**src/rtl/tcp_rx_sequencer.sv**
```systemverilog
// Receive-side TCP sequencer: validates parsed segments against the expected sequence number,
// runs a LISTEN/ESTABLISHED/DRAIN FSM and queues in-order payload words for the consumer.
// Latency: segment strobed in N -> state/FIFO/drop update end of N, ACK_REQ pulse and head valid in N+1.
// Backpressure: none on the segment input; a full payload FIFO drops the segment and re-ACKs exp_seq.
// Ports:
//   i_clk, i_rst_n                          clock, async active-low reset
//   i_packet_ready, i_seq_num, i_ack_num,
//   i_flags, i_payload_len, i_payload_data  parsed segment strobe and fields
//   o_payload_valid/data/len, i_payload_ready  first-word-fall-through payload FIFO head
//   o_ack_req, o_ack_value                  ACK request pulse and ack number
//   o_last_ack, o_conn_state, o_drop_cnt    status
module tcp_rx_sequencer #(
  parameter int FIFO_DEPTH = 4
) (
  input  logic        i_clk,
  input  logic        i_rst_n,
  input  logic        i_packet_ready,
  input  logic [7:0]  i_seq_num,
  input  logic [7:0]  i_ack_num,
  input  logic [7:0]  i_flags,
  input  logic [2:0]  i_payload_len,
  input  logic [31:0] i_payload_data,
  output logic        o_payload_valid,
  output logic [31:0] o_payload_data,
  output logic [2:0]  o_payload_len,
  input  logic        i_payload_ready,
  output logic        o_ack_req,
  output logic [7:0]  o_ack_value,
  output logic [7:0]  o_last_ack,
  output logic [1:0]  o_conn_state,
  output logic [15:0] o_drop_cnt
);

  localparam int AW = $clog2(FIFO_DEPTH);
  localparam int CW = AW + 1;

  typedef enum logic [1:0] {
    ST_LISTEN = 2'd0,
    ST_ESTAB  = 2'd1,
    ST_DRAIN  = 2'd2
  } state_t;

  state_t          r_state, w_state_nxt;
  logic [7:0]      r_exp_seq, w_exp_nxt;
  logic [34:0]     r_mem [FIFO_DEPTH];
  logic [AW-1:0]   r_wr_ptr, r_rd_ptr;
  logic [CW-1:0]   r_count;
  logic            r_ack_req;
  logic [7:0]      r_ack_value, r_last_ack;
  logic [15:0]     r_drop_cnt;

  logic w_fin, w_syn, w_rst, w_ackf;
  logic w_malformed, w_full, w_empty, w_in_order, w_room, w_seg_ok, w_pop;
  logic w_push, w_flush, w_drop, w_ack, w_last_we;
  logic [7:0] w_ack_val;
  logic w_unused;

  assign w_fin  = i_flags[0];
  assign w_syn  = i_flags[1];
  assign w_rst  = i_flags[2];
  assign w_ackf = i_flags[4];
  assign w_unused = ^{i_flags[7:5], i_flags[3]};

  assign w_malformed = (i_payload_len > 3'd4) || (w_syn && w_fin);
  assign w_full      = (r_count == CW'(FIFO_DEPTH));
  assign w_empty     = (r_count == '0);
  assign w_in_order  = (i_seq_num == r_exp_seq) && !w_syn;
  // Fullness is judged on the registered count, so a same-cycle pop never frees room.
  assign w_room      = (i_payload_len == 3'd0) || !w_full;
  assign w_seg_ok    = i_packet_ready && !w_rst && !w_malformed;
  assign w_pop       = !w_empty && i_payload_ready;

  // State register
  always_ff @(posedge i_clk or negedge i_rst_n) begin
    if (!i_rst_n) r_state <= ST_LISTEN;
    else          r_state <= w_state_nxt;
  end

  // Next-state logic
  always_comb begin
    w_state_nxt = r_state;
    if (i_packet_ready && w_rst) begin
      w_state_nxt = ST_LISTEN;
    end else begin
      case (r_state)
        ST_LISTEN: if (w_seg_ok && w_syn) w_state_nxt = ST_ESTAB;
        ST_ESTAB:  if (w_seg_ok && w_in_order && w_room && w_fin) w_state_nxt = ST_DRAIN;
        ST_DRAIN:  if (w_empty) w_state_nxt = ST_LISTEN;
        default:   w_state_nxt = ST_LISTEN;
      endcase
    end
  end

  // Per-segment decisions
  always_comb begin
    w_push    = 1'b0;
    w_flush   = 1'b0;
    w_drop    = 1'b0;
    w_ack     = 1'b0;
    w_last_we = 1'b0;
    w_exp_nxt = r_exp_seq;
    w_ack_val = r_exp_seq;  // duplicate ACK value unless overridden
    if (i_packet_ready) begin
      if (w_rst) begin
        w_flush   = 1'b1;
        w_exp_nxt = 8'd0;
      end else if (w_malformed) begin
        w_drop = 1'b1;
      end else begin
        case (r_state)
          ST_LISTEN: begin
            if (w_syn) begin
              w_exp_nxt = i_seq_num + 8'd1;
              w_ack_val = i_seq_num + 8'd1;
              w_ack     = 1'b1;
            end else begin
              w_drop = 1'b1;
            end
          end
          ST_ESTAB: begin
            w_ack = 1'b1;
            if (w_in_order && w_room) begin
              w_push    = (i_payload_len != 3'd0);
              w_exp_nxt = r_exp_seq + {5'd0, i_payload_len} + {7'd0, w_fin};
              w_ack_val = w_exp_nxt;
              w_last_we = w_ackf;
            end else begin
              w_drop = 1'b1;
            end
          end
          default: w_drop = 1'b1;
        endcase
      end
    end
  end

  // Sequencer registers
  always_ff @(posedge i_clk or negedge i_rst_n) begin
    if (!i_rst_n) begin
      r_exp_seq   <= 8'd0;
      r_ack_req   <= 1'b0;
      r_ack_value <= 8'd0;
      r_last_ack  <= 8'd0;
      r_drop_cnt  <= 16'd0;
    end else begin
      r_exp_seq <= w_exp_nxt;
      r_ack_req <= w_ack;
      if (w_ack)     r_ack_value <= w_ack_val;
      if (w_last_we) r_last_ack  <= i_ack_num;
      if (w_drop && r_drop_cnt != 16'hFFFF) r_drop_cnt <= r_drop_cnt + 16'd1;
    end
  end

  // Payload FIFO storage; contents need no reset since the head is gated by count
  always_ff @(posedge i_clk) begin
    if (w_push) r_mem[r_wr_ptr] <= {i_payload_data, i_payload_len};
  end

  always_ff @(posedge i_clk or negedge i_rst_n) begin
    if (!i_rst_n) begin
      r_wr_ptr <= '0;
      r_rd_ptr <= '0;
      r_count  <= '0;
    end else if (w_flush) begin
      r_wr_ptr <= '0;
      r_rd_ptr <= '0;
      r_count  <= '0;
    end else begin
      if (w_push) r_wr_ptr <= r_wr_ptr + AW'(1);
      if (w_pop)  r_rd_ptr <= r_rd_ptr + AW'(1);
      case ({w_push, w_pop})
        2'b10:   r_count <= r_count + CW'(1);
        2'b01:   r_count <= r_count - CW'(1);
        default: r_count <= r_count;
      endcase
    end
  end

  assign o_payload_valid = !w_empty;
  assign o_payload_data  = w_empty ? 32'd0 : r_mem[r_rd_ptr][34:3];
  assign o_payload_len   = w_empty ? 3'd0  : r_mem[r_rd_ptr][2:0];
  assign o_ack_req       = r_ack_req;
  assign o_ack_value     = r_ack_value;
  assign o_last_ack      = r_last_ack;
  assign o_conn_state    = r_state;
  assign o_drop_cnt      = r_drop_cnt;

endmodule
```
**config.mk**
```make
export PLATFORM = sky130hd
export DESIGN_NAME = tcp_rx_sequencer
export DESIGN_NICKNAME = d
export VERILOG_FILES = /design/src/rtl/tcp_rx_sequencer.sv
export SDC_FILE = /design/constraint.sdc
export NUM_CORES = 1
export LEC_CHECK = 0
export BUFFER_PORTS_ARGS = -buffer_cell sky130_fd_sc_hd__buf_2
export CORE_MARGIN = 2
export CORE_UTILIZATION = 51
export CTS_CLUSTER_SIZE = 8
export DETAILED_ROUTE_END_ITERATION = 10
export HOLD_SLACK_MARGIN = 0.06
export PLACE_DENSITY = 0.75
export SLEW_MARGIN = 20
export SYNTH_ARGS = -nofsm -noshare
export SYNTH_HDL_FRONTEND = slang
export SYNTH_SLANG_ARGS = --single-unit
```
**constraint.sdc**
```tcl
create_clock -name i_clk -period 2.8 [get_ports i_clk]
set_input_delay 0.28 -clock i_clk [delete_from_list [all_inputs] [get_ports i_clk]]
set_output_delay 0.28 -clock i_clk [all_outputs]
set_load 0.005 [all_outputs]
```
Yosys cells after proc, flatten, opt, wreduce, memory -nomap -nowiden
Memory sizes are Yosys's and may differ from the RTL's.
Cells that the tools add are included.
{"block": "classes", "add_sub_neg": 8, "magnitude_cmp": 1, "n_eq_ne": 10, "muxes": 45, "n_reduce_logical": 27}
{"op": "$mux W8", "n": 6}
{"op": "$mux W32", "n": 1}
{"op": "$mux W1", "n": 23}
{"op": "$add A16 B1 Y16 const B", "n": 1}
{"op": "$mux W2", "n": 8}
{"op": "$ne A16 B16 Y1 const B", "n": 1}
{"op": "$pmux W8 S2", "n": 1}
{"op": "$logic_and A1 B1 Y1", "n": 12}
{"op": "$ne A3 B3 Y1 const B", "n": 3}
{"op": "$add A8 B1 Y8", "n": 1}
{"op": "$add A8 B1 Y8 const B", "n": 1}
{"op": "$add A8 B3 Y8", "n": 1}
{"op": "$eq A8 B8 Y1", "n": 1}
{"op": "$logic_not A3 Y1", "n": 2}
{"op": "$mux W3", "n": 2}
{"op": "$pmux W2 S3", "n": 1}
{"op": "$pmux W3 S2", "n": 1}
{"op": "$reduce_bool A3 Y1", "n": 2}
{"op": "$logic_not A1 Y1", "n": 5}
{"op": "$add A2 B1 Y2 const B", "n": 2}
{"op": "$eq A2 B1 Y1 const B", "n": 2}
{"op": "$eq A2 B2 Y1 const B", "n": 2}
{"op": "$pmux W1 S2", "n": 2}
{"op": "$reduce_bool A2 Y1", "n": 2}
{"op": "7 further kinds", "n": 8}
{"block": "totals", "reg_bits": 50, "ramBits": 140, "in_bits": 63, "output_inout_bits": 71, "word_cells": 101, "n_memories": 1}
{"memory": "r_mem", "words": 4, "width": 35, "rd": 1, "rd_clocked_by_memory_dff": 0, "write_ports": 1, "line_no": "45", "text": "logic [34:0] r_mem [FIFO_DEPTH];"}

Depth between registers and ports, before layout
Gate-level depths: netlist of run 1.
{"block": "depth", "word_depth": 12, "ltp_mapped": 12, "depth_no_buf": 10}

Least setup slack after synthesis of run 1
Ideal clock, no wire load.
{"block": "synth_path", "path_type": "register -> register", "startpoint": "register r_exp_seq[5]", "endpoint": "register r_count[2]", "setup_ps": 67, "t_arrival_ps": 2981, "required_ps": 2733, "slack_ps": -247, "path_stages_with_launch": 12, "path_buffers": 2, "period_less_slack_ps": 3047, "cell_sequence": "dfrtp_1 buf_2 xnor2_1 nand4_1 or3_1 buf_6 nor4_4 nor2_1 fa_1 or4_1 a21o_1 nand2_1"}
{"block": "synth_between", "elab_chain_len": 11, "elab_cells_between_ends": 13, "classes_between": "3 x eq/ne; 7 x mux; 3 x reduce/logical"}
{"item": "start: declaration", "line_no": "44", "text": "logic [7:0] r_exp_seq, w_exp_nxt;"}
{"item": "start signal: assignment", "line_no": "146", "text": "r_exp_seq <= w_exp_nxt;"}
{"item": "$eq A8 B8 Y1 *", "line_no": "67", "text": "assign w_in_order = (i_seq_num == r_exp_seq) && !w_syn;"}
{"item": "$logic_and A1 B1 Y1 *", "line_no": "67"}
{"item": "$logic_and A1 B1 Y1 *", "line_no": "122", "text": "if (w_in_order && w_room) begin"}
{"item": "$mux W1 *", "line_no": "122"}
{"item": "$mux W1 *", "line_no": "110", "text": "case (r_state)"}
{"item": "$mux W1 *", "line_no": "107", "text": "end else if (w_malformed) begin"}
{"item": "$mux W1 *", "line_no": "104", "text": "if (w_rst) begin"}
{"item": "$mux W1 *", "line_no": "103", "text": "if (i_packet_ready) begin"}
{"item": "$eq A2 B1 Y1 or $eq A2 B2 Y1 (tied branches)", "line_no": "171", "text": "case ({w_push, w_pop})"}
{"item": "$pmux W3 S2", "line_no": "171"}
{"item": "$mux W3", "line_no": "164", "text": "end else if (w_flush) begin"}
{"item": "end signal: assignment", "line_no": "172", "text": "2'b10: r_count <= r_count + CW'(1);"}
{"item": "end signal: assignment", "line_no": "173", "text": "2'b01: r_count <= r_count - CW'(1);"}
{"item": "end signal: assignment", "line_no": "174", "text": "default: r_count <= r_count;"}
{"item": "end: declaration", "line_no": "47", "text": "logic [CW-1:0] r_count;"}
Every way passes the cells marked *; elsewhere a longest branch is shown, timed or not.
A chain may end at the register's enable or synchronous reset.

Final worst setup path of run 1
{"block": "layout_path", "startpoint": "register r_exp_seq[1]", "endpoint": "register r_count[2]"}
The elaborated chain is that of the path after synthesis.

==> results by group, run 1 <==
Floorplanning
  – Die area: around 17000 sq um
  – Core Region: 15900 sq um
  – Die width: ~130 um
  – IO Pins: around 130
  – Initial Utilization: 52.4%
  – Num rows: 46
  – Die Y: around 130 um

Yosys
  – Synth Area per Inst: roughly 15 sq um
  – Main area contributors after synthesis: edfxtp_1 50%, dfrtp_1 15%, mux4_2 9.4%
  – Top-area cell type share of the netlist area: about half
  – Top_reg_cell synth: edfxtp_1
  – Top cells by count, synth: 140 x edfxtp_1, 50 x dfrtp_1, 44 x and2_1, 35 x mux4_2, 29 x nand2_1
  – Count leader, synth: edfxtp_1
  – Syn nets: 619
  – Sequential share of the synthesized area: 65.3%
  – Async set-reset flop share out of synthesis: a little over a quarter
  – Netlist Area Pre-Place: 8360 sq um
  – Area leader, netlist: edfxtp_1
  – Cell count after synthesis: roughly 550
  – Synthesis-stage register bit count: between 150 and 200
  – Ys Warns: 0
  – Number of enable flip-flop cells after synthesis: 140
  – Synth unique cells: 53

Timing
  – F_max: ~370 MHz
  – Pins Over Slew Limit: 0
  – Fin crit share: around 96%
  – Tmin final: roughly 2.7 ns
  – Slew HR: 47.2%
  – Worst-Margin Slew: 0.782 ns
  – Final setup viols: 0
  – Clock skew: between 0.008 and 0.009 ns
  – Final Hold Viols: 0
  – RSZ-0062 raised after global routing: false

Worst setup path
  – Max incr delay on CP: 0.51 ns
  – Critical path, cell by cell: xnor2_2 -> nand3_1 -> or3_4 -> nor4_4 -> nor2_1 -> fa_1 -> or4_1 -> a21o_1 -> nand2_1
  – FF-to-FF End: r_count[2]
  – Critical Path RT: 3.16 ns
  – Critical path endpoint category: flop
  – Startpoint types: flop
  – CP Class: reg -> reg
  – Critical path depth: 9
  – CP bufs+invs: 0
  – Cell family with most CP delay: simple AND/OR/NAND/NOR gates
  – Reg-to-reg setup timing slack: 0.10 ns
  – Critical Path AT: ~3.1 ns
  – Reg-to-reg startpoint: r_exp_seq[1]
  – Worst-path maximum fanout: 3
  – Slowest-stage cell, CP: or4_1
  – Worst Setup SP: r_exp_seq[1]
  – Reg2reg path depth: 9

CTS
  – CTS Buf Count: 17
  – Clk_lat worst skew: between 0.4 and 0.5 ns
  – Clock sink count: 190
  – CTS tree: yes
  – CTS H-tree depth: 4
  – Clock buffer depth: 2
  – CTS root buf: clkbuf_16
  – Clock-pin slew on the worst setup and hold paths: 0.07 ns

Detailed routing
  – 1st-iter DRT viols: about 320
  – WL final: between 15000 and 20000 um
  – Routed len/inst: roughly 19 um
  – DRC violations left: 0
  – Pre-antenna DRT Iters: 4
  – Number of vias in the routed layout: 5244
  – Final ANT Viol Nets: 0
  – Via/cell ratio: roughly 5.6

Pwr
  – Power per cell area: 759 nW/um^2
  – Switching Share: 27.3%
  – Power Internal: around 0.0056 W
  – Combinational Power Share: a little over a quarter
  – P_sw: ~0.0021 W
  – Max VDD drop: about 0.47 mV
  – Clock share of power: 31.2%
  – LEAKAGE: 4.01 nW
  – Flop pwr share: between 40% and 50%

Cells and area
  – Final non-filler cell total: around 940
  – Syn-to-layout area delta: 22.1%
  – Antenna Cells: 0
  – Layout cell share with drive strength beyond 1: a little over a third
  – Net count, final: ~800
  – Fin util: about 64%

Placement
  – Placed cells: 903
  – Port bufs: approximately 130
  – GPL Wtd Cong: ~0.9
  – Placed wire-length estimate: between 10000 and 15000 um

Global routing
  – Total grt overflow: 0
  – Vias in the first global route: roughly 5600
  – Total track usage: between 20% and 30%
  – Initial antenna violation count: 0
  – Pin count of the biggest net entering global routing: 39
  – First-pass GRT wire length: between 20000 and 30000 um

Hold path
  – Hold Path Sink: o_last_ack[6]
  – Hold Path Depth: 2
  – Hold Crit Class: in -> reg
  – HP Start: i_ack_num[6]

Status
  – Outcome: complete, no violations

Run
  – Max-Cap Viols: 0
kinds of logic (layout without fill, tap and decap cells):
| family | after synthesis | count (layout) | share of synthesized area (%) |
|---|---|---|---|
| buf+inv | 36 | 217 | 1.77 |
| compound gates | 57 | 57 | 4.63 |
| simple gates | 167 | 167 | 11.3 |
| fa+ha+maj | 11 | 11 | 1.92 |
| mux | 50 | 50 | 11.4 |
| xor+xnor | 34 | 34 | 3.73 |
| flops | 190 | 190 | 65.3 |
metal layers:
| layer | wire length [um] | track usage (%) | vias to the layer above |
|---|---|---|---|
| li1 | - | - | 2418 |
| met1 | 7330 | 27.1 | 2625 |
| met2 | 9140 | 37.7 | 164 |
| met3 | 1040 | 4.34 | 37 |
| met4 | 481 | 8.45 | 0 |
| met5 | 0 | 0 | - |
through the flow:
| stage | cell area [sq um] | setup slack (ns) | setup TNS [ns] | total power [W] | hold WS [ns] |
|---|---|---|---|---|---|
| detailed placement | 9510 | 0.0728 | 0 | 0.00540 | 0.261 |
| global route | 10200 | 0.00281 | 0 | 0.00812 | 0.0613 |
| floorplan | 8360 | -0.160 | -0.160 | 0.00458 | -0.0156 |
| global placement | 9510 | 0.110 | 0 | 0.00534 | 0.247 |
| finish | 10200 | 0.103 | 0 | 0.00774 | 0.0704 |
| CTS | 10200 | 0.0499 | 0 | 0.00782 | 0.0604 |
cells in the final DEF (no fill, tap or decap), types with 3 or more instances in the layout:
| cell | netlist | routed |
|---|---|---|
| a221o_1 | 4 | 4 |
| mux2_1 | 8 | 8 |
| xor2_1 | 5 | 5 |
| mux2i_1 | 3 | 3 |
| and2_2 | 0 | 4 |
| buf_12 | 0 | 4 |
| xnor2_1 | 28 | 26 |
| o22ai_1 | 3 | 3 |
| nor4_1 | 7 | 7 |
| nand4_1 | 8 | 8 |
| buf_2 | 4 | 130 |
| dlygate4sd3_1 | 0 | 7 |
| nand2_1 | 29 | 29 |
| a21o_1 | 5 | 5 |
| fa_1 | 3 | 3 |
| o21ai_0 | 14 | 14 |
| nor2b_1 | 3 | 3 |
| bufinv_16 | 0 | 3 |
| nor2_1 | 18 | 18 |
| edfxtp_1 | 140 | 140 |
| a21oi_1 | 13 | 13 |
| dfrtp_1 | 50 | 48 |
| mux4_2 | 35 | 35 |
| o21ai_1 | 3 | 3 |
| buf_4 | 0 | 34 |
| nand3_1 | 20 | 20 |
| inv_1 | 11 | 11 |
| clkbuf_16 | 0 | 17 |
| and3_1 | 13 | 13 |
| and2_1 | 44 | 40 |
| nor3_1 | 10 | 10 |
| ha_1 | 8 | 8 |
| mux2_2 | 4 | 4 |
registers in the layout (all words and copies together), names as in the netlist:
| register | flops |
|---|---|
| o_last_ack | 8 |
| o_conn_state | 2 |
| r_wr_ptr | 2 |
| r_count | 3 |
| r_mem | 140 |
| o_ack_req | 1 |
| r_exp_seq | 8 |
| o_ack_value | 8 |
| o_drop_cnt | 16 |
| r_rd_ptr | 2 |
area by class of cell:
type                            count  area, sq um
Clock buffer                       18          429
Clock inverter                     13          163
Fill cell                        1188         5740
Inverter                           11         41.3
Multi-Input combinational cell    319         2790
Sequential cell                   190         5460
Tap cell                          216          270
Timing Repair Buffer              175         1060
timing repair:
action | 4_1_cts | 5_1_grt
hold buffers | 6 | 1
setup endpoints to repair | 0 | 10
hold endpoints to repair | 34 | 4
setup buffers | 0 | 0
resized for setup | 0 | 4
power groups by stage:
stage / logic (W) / clock network [W] / registers (W)
global placement: 0.00199 / 0 / 0.00336
floorplan: 0.00130 / 0 / 0.00328
finish: 0.00202 / 0.00241 / 0.00331
CTS: 0.00205 / 0.00246 / 0.00331
global route: 0.00221 / 0.00257 / 0.00333
detailed placement: 0.00203 / 0 / 0.00337
worst max-delay path by stage:
stage                  to  slack (ns)
2_1_floorplan  r_count[2]       -0.16
3_3_place_gp   r_count[2]        0.11
3_5_place_dp   r_count[2]        0.07
4_1_cts        r_count[2]        0.05
5_1_grt        r_count[2]       0.003
6_report       r_count[2]        0.10
No activity file was read; power rests on OpenSTA's default activity.
==> run 2: changes to the inputs <==
RECOVER_POWER = 25   (was default)
==> run 2 against run 1 <==
Clock power is essentially flat. Clock skew grew 0.0050 ns. Power shrank 0.12%. Cell count is the same. Maximum frequency grew 0.54%. Non-clock buffer count is the same. Register-to-register slack is essentially flat. Critical path depth is the same. Sequential power is essentially flat. Die area is the same. Critical path type unchanged.
==> results by group, run 2 (synthesized netlist as in run 1, its figures left out) <==
Status
  – Outcome: complete, no violations

Detailed routing
  – Number of vias in the routed layout: roughly 5300
  – Final ANT Viol Nets: 0
  – Routed len/inst: around 19 um
  – Via/cell ratio: about 5.6
  – WL final: between 15000 and 20000 um
  – 1st-iter DRT viols: roughly 290
  – Pre-antenna DRT Iters: 5
  – DRC violations left: 0

Cells and area
  – Antenna Cells: 0
  – Most common cell after layout, fill and taps aside: edfxtp_1
  – Final instance area: 10200 sq um
  – Net count, final: slightly below 800
  – Syn-to-layout area delta: 21.7%
  – Layout cell share with drive strength beyond 1: a little under a third
  – Largest register FFs: 140
  – Commonest non-fill, non-tap cells in the layout: 140 x edfxtp_1, 102 x buf_2, 48 x dfrtp_1
  – Biggest register: r_mem
  – Fin util: about 64%

Timing
  – Clock skew: 0.0132 ns
  – Fin crit share: 95.8%
  – Slew HR: 46.9%
  – Pins Over Slew Limit: 0
  – Final Hold Viols: 0
  – Tmin final: roughly 2.7 ns
  – Worst-Margin Slew: 0.787 ns
  – Final setup viols: 0
  – RSZ-0062 raised after global routing: false
  – F_max: approximately 370 MHz

Placement
  – Port bufs: 129
  – Placed wire-length estimate: around 13000 um
  – GPL Wtd Cong: roughly 0.9
  – Placed Area: between 9000 and 10000 sq um

Worst setup path
  – Max incr delay on CP: ~0.5 ns
  – Startpoint types: flop
  – Reg-to-reg startpoint: r_exp_seq[1]
  – CP Class: reg -> reg
  – Worst-path maximum fanout: 3
  – Critical Path RT: around 3.2 ns
  – FF-to-FF End: r_count[2]
  – Reg-to-reg setup timing slack: between 0.1 and 0.15 ns
  – Critical path endpoint category: flop
  – CP bufs+invs: 0
  – Slowest-stage cell, CP: or4_1
  – Critical path, cell by cell: xnor2_2 -> nand3_1 -> or3_4 -> nor4_4 -> nor2_1 -> fa_1 -> or4_1 -> a21o_1 -> nand2_1
  – Critical Path AT: between 3 and 4 ns
  – Reg2reg path depth: 9
  – Cell family with most CP delay: simple AND/OR/NAND/NOR gates

Hold path
  – HP Start: i_ack_num[6]
  – Hold Crit Class: in -> reg
  – Hold Path Sink: o_last_ack[6]
  – Hold Path Depth: 2

CTS
  – Clock buffer depth: 2
  – Clk_lat worst skew: about 0.43 ns
  – Clock sink count: 190
  – CTS tree: yes
  – Clock-pin slew on the worst setup and hold paths: 0.07 ns
  – CTS H-tree depth: 4
  – CTS Buf Count: 17
  – CTS root buf: clkbuf_16

Global routing
  – Total track usage: between 20% and 30%
  – Pin count of the biggest net entering global routing: 39
  – First-pass GRT wire length: ~29000 um
  – Vias in the first global route: between 5000 and 6000
  – Total grt overflow: 0
  – Initial antenna violation count: 0

Floorplanning
  – Core Region: between 15000 and 20000 sq um
  – IO Pins: 134
  – Die width: 132 um
  – Die Y: between 100 and 150 um
  – Initial Utilization: 52.4%
  – Num rows: 46
  – Die area: ~17000 sq um

Pwr
  – Power per cell area: 760 nW/um^2
  – LEAKAGE: just under 4 nW
  – Max VDD drop: approximately 0.47 mV

Run
  – Max-Cap Viols: 0
-- run 2: cell count changes in the layout (fill, tap and decap cells not counted) --
cell	previous run	this run
buf_2	130	102
clkbuf_1	1	29
-- run 2: metal layers --
metal | track usage [%] | vias to the layer above | part of all wire, % | routed length [um]
met1 | 27.1 | 2619 | 41 | 7310
met4 | 8.45 | 0 | 2.7 | 490
met2 | 37.7 | 174 | 51 | 9090
met3 | 4.34 | 41 | 5.5 | 993
met5 | 0 | - | 0 | 0
li1 | - | 2416 | - | -
-- run 2: repair_timing --
action	CTS	global route
endpoints found under the setup margin	0	10
endpoints found under the hold margin	34	4
hold buffers	6	1
setup buffers	0	0
gates resized for setup	0	4
-- run 2: through the flow --
step / hold slack [ns] / TNS (ns) / total power (W) / setup WS, ns / instances
4_1_cts: 0.0604 / 0 / 0.00782 / 0.0499 / 940
2_1_floorplan: -0.0156 / -0.160 / 0.00458 / -0.160 / 545
3_5_place_dp: 0.261 / 0 / 0.00540 / 0.0728 / 903
5_1_grt: 0.0613 / 0 / 0.00811 / 0.00281 / 942
6_report: 0.0716 / 0 / 0.00773 / 0.118 / 942
3_3_place_gp: 0.247 / 0 / 0.00534 / 0.110 / 903
-- run 2: report_power, final --
| group | internal (W) | total, W | switching [W] |
|---|---|---|---|
| sequential | 0.00314 | 0.00331 | 0.000173 |
| combinational | 0.00108 | 0.00201 | 0.000931 |
| clock | 0.00141 | 0.00241 | 0.00101 |
| total | 0.00562 | 0.00773 | 0.00211 |
-- run 2: area by class of cell --
| type | count | area [sq um] |
|---|---|---|
| fillers | 1196 | 5770 |
| flip-flops and latches | 190 | 5460 |
| multi-input cells | 319 | 2790 |
| repair buffers | 175 | 1020 |
| clock buffers | 18 | 429 |
| well taps | 216 | 270 |
| clock inverters | 13 | 163 |
| inverters | 11 | 41.3 |
-- run 2: worst max-delay path by stage --
stage	startpoint	end	slack (ns)	cells after the start
after floorplan	r_exp_seq[3]	r_count[2]	-0.16	11
after global routing	r_exp_seq[1]	r_count[2]	0.003	9
final	r_exp_seq[1]	r_count[2]	0.12	9
after CTS	r_exp_seq[1]	r_count[2]	0.05	9
after detailed placement	r_exp_seq[1]	r_count[2]	0.07	9
after global placement	r_exp_seq[1]	r_count[2]	0.11	9
==> run 3: changes to the inputs <==
RECOVER_POWER = 100   (was 25)
==> run 3 against run 2 <==
Sequential share of layout area grew 0.66 points. Combinational power shrank 2%. Worst hold slack lost 0.0040 ns. First-iteration DRC count grew 2.4%. Clock-buffer cell count is the same. Cell count is the same. Largest cell class unchanged.
==> results by group, run 3 (synthesized netlist as in run 1, its figures left out) <==
Status
  – Outcome: complete, no violations

Timing
  – RSZ-0062 raised after global routing: false
  – Tmin final: between 2 and 3 ns
  – Final setup viols: 0
  – Fin crit share: between 90% and 100%
  – Clock skew: between 0.008 and 0.009 ns
  – Final Hold Viols: 0
  – Pins Over Slew Limit: 0
  – Worst-Margin Slew: 1.11 ns
  – F_max: ~370 MHz
  – TNS Setup: 0 ns
  – Slew HR: a little over a quarter

Worst setup path
  – Critical path endpoint category: flop
  – Worst-path maximum fanout: 3
  – Critical Path AT: between 3 and 4 ns
  – Startpoint types: flop
  – CP Class: reg -> reg
  – Critical Path RT: between 3 and 4 ns

Cells and area
  – Syn-to-layout area delta: 20.2%
  – Register area: roughly 5500 sq um
  – Antenna Cells: 0
  – Commonest non-fill, non-tap cells in the layout: 140 x edfxtp_1, 71 x buf_2, 66 x clkbuf_1
  – Net count, final: between 700 and 800
  – Most common cell after layout, fill and taps aside: edfxtp_1
  – Fin util: roughly 63%
  – Biggest register: r_mem
  – Largest register FFs: 140
  – Layout fillers: 1230
  – Footprint of the multi-input gates: 2770 sq um
  – Final instance area: 10000 sq um
  – Layout cell share with drive strength beyond 1: between 20 and 30%

CTS
  – CTS H-tree depth: 4
  – Clock sink count: 190
  – Clock-pin slew on the worst setup and hold paths: ~0.070 ns
  – Clk_lat worst skew: 0.43 ns
  – Postcts setup bufs: 0
  – Clock buffer depth: 2
  – CTS Buf Count: 17
  – CTS root buf: clkbuf_16
  – CTS tree: yes

Global routing
  – First-pass GRT wire length: a little under 30000 um
  – Pin count of the biggest net entering global routing: 39
  – Initial antenna violation count: 0
  – Vias in the first global route: about 5600
  – Total grt overflow: 0
  – Total track usage: a little over a fifth

Detailed routing
  – Number of vias in the routed layout: 5280
  – DRC violations left: 0
  – Routed len/inst: 19.0 um
  – Pre-antenna DRT Iters: 5
  – Final ANT Viol Nets: 0
  – WL final: 17900 um
  – 1st-iter DRT viols: roughly 300
  – Via/cell ratio: ~5.6

Floorplanning
  – Die width: approximately 130 um
  – Core Region: between 15000 and 20000 sq um
  – Die area: between 15000 and 20000 sq um
  – IO Pins: between 100 and 150
  – Initial Utilization: 52.4%
  – Num rows: 46
  – Die Y: 132 um

Pwr
  – LEAKAGE: around 3.8 nW
  – Power per cell area: about 770 nW/um^2
  – Max VDD drop: about 0.47 mV

Placement
  – GPL Wtd Cong: approximately 0.90
  – Port bufs: roughly 130
  – Placed Area: around 9500 sq um
  – Placed wire-length estimate: 12500 um

Hold path
  – Hold Crit Class: in -> reg

Run
  – Max-Cap Viols: 0
-- run 3: cell type report --
class	instances	area share, %
inverters	11	0.411
flip-flops and latches	190	54.3
repair buffers	175	9.14
multi-input cells	319	27.5
clock inverters	13	1.62
well taps	216	2.69
clock buffers	18	4.27
-- run 3: worst paths after layout --
| check | start | to | slack (ns) | cells after the start |
|---|---|---|---|---|
| max | r_exp_seq[1] | r_count[2] | 0.12 | 9 |
| min | i_ack_num[6] | o_last_ack[6] | 0.07 | 2 |
| max reg2reg | r_exp_seq[1] | r_count[2] | 0.12 | 9 |
| min reg2reg | o_last_ack[2] | o_last_ack[2] | 0.49 | 1 |
| max in group asynchronous | i_rst_n | r_exp_seq[1] | 0.80 | 3 |
| min in group asynchronous | i_rst_n | o_drop_cnt[4] | 0.59 | 2 |
-- run 3: per-stage QoR --
stage	cells	total power [W]	worst slack, ns	hold slack (ns)
final	942	0.00770	0.118	0.0676
after global routing	942	0.00806	0.00142	0.0613
after CTS	940	0.00782	0.0499	0.0604
after detailed placement	903	0.00540	0.0728	0.261
after global placement	903	0.00534	0.110	0.247
after floorplan	545	0.00458	-0.160	-0.0156
-- run 3: critical path, cell delays in order, from the launching register on --
cell	delay [ns]
dfrtp_1	0.44
xnor2_2	0.22
nand3_1	0.16
or3_4	0.41
nor4_4	0.16
nor2_1	0.09
fa_1	0.40
or4_1	0.51
a21o_1	0.19
nand2_1	0.05
-- run 3: power breakdown --
part	switching, W	leakage (nW)	total, W	internal, W
logic	0.000933	1.56	0.00197	0.00104
clock network	0.00102	0.285	0.00242	0.00141
registers	0.000173	1.93	0.00331	0.00314
-- run 3: per-layer routing --
layer / GRT usage [%] / vias to the layer above / wire length [um]
li1: - / 2417 / -
met1: 27.1 / 2638 / 7360
met2: 37.7 / 188 / 9110
met3: 4.34 / 37 / 975
met4: 8.45 / 0 / 476
met5: 0 / - / 0
-- run 3: repair_timing --
item | in CTS | in global routing
hold endpoints to repair | 34 | 4
resized for setup | 0 | 4
setup endpoints to repair | 0 | 10
hold buffers | 6 | 1
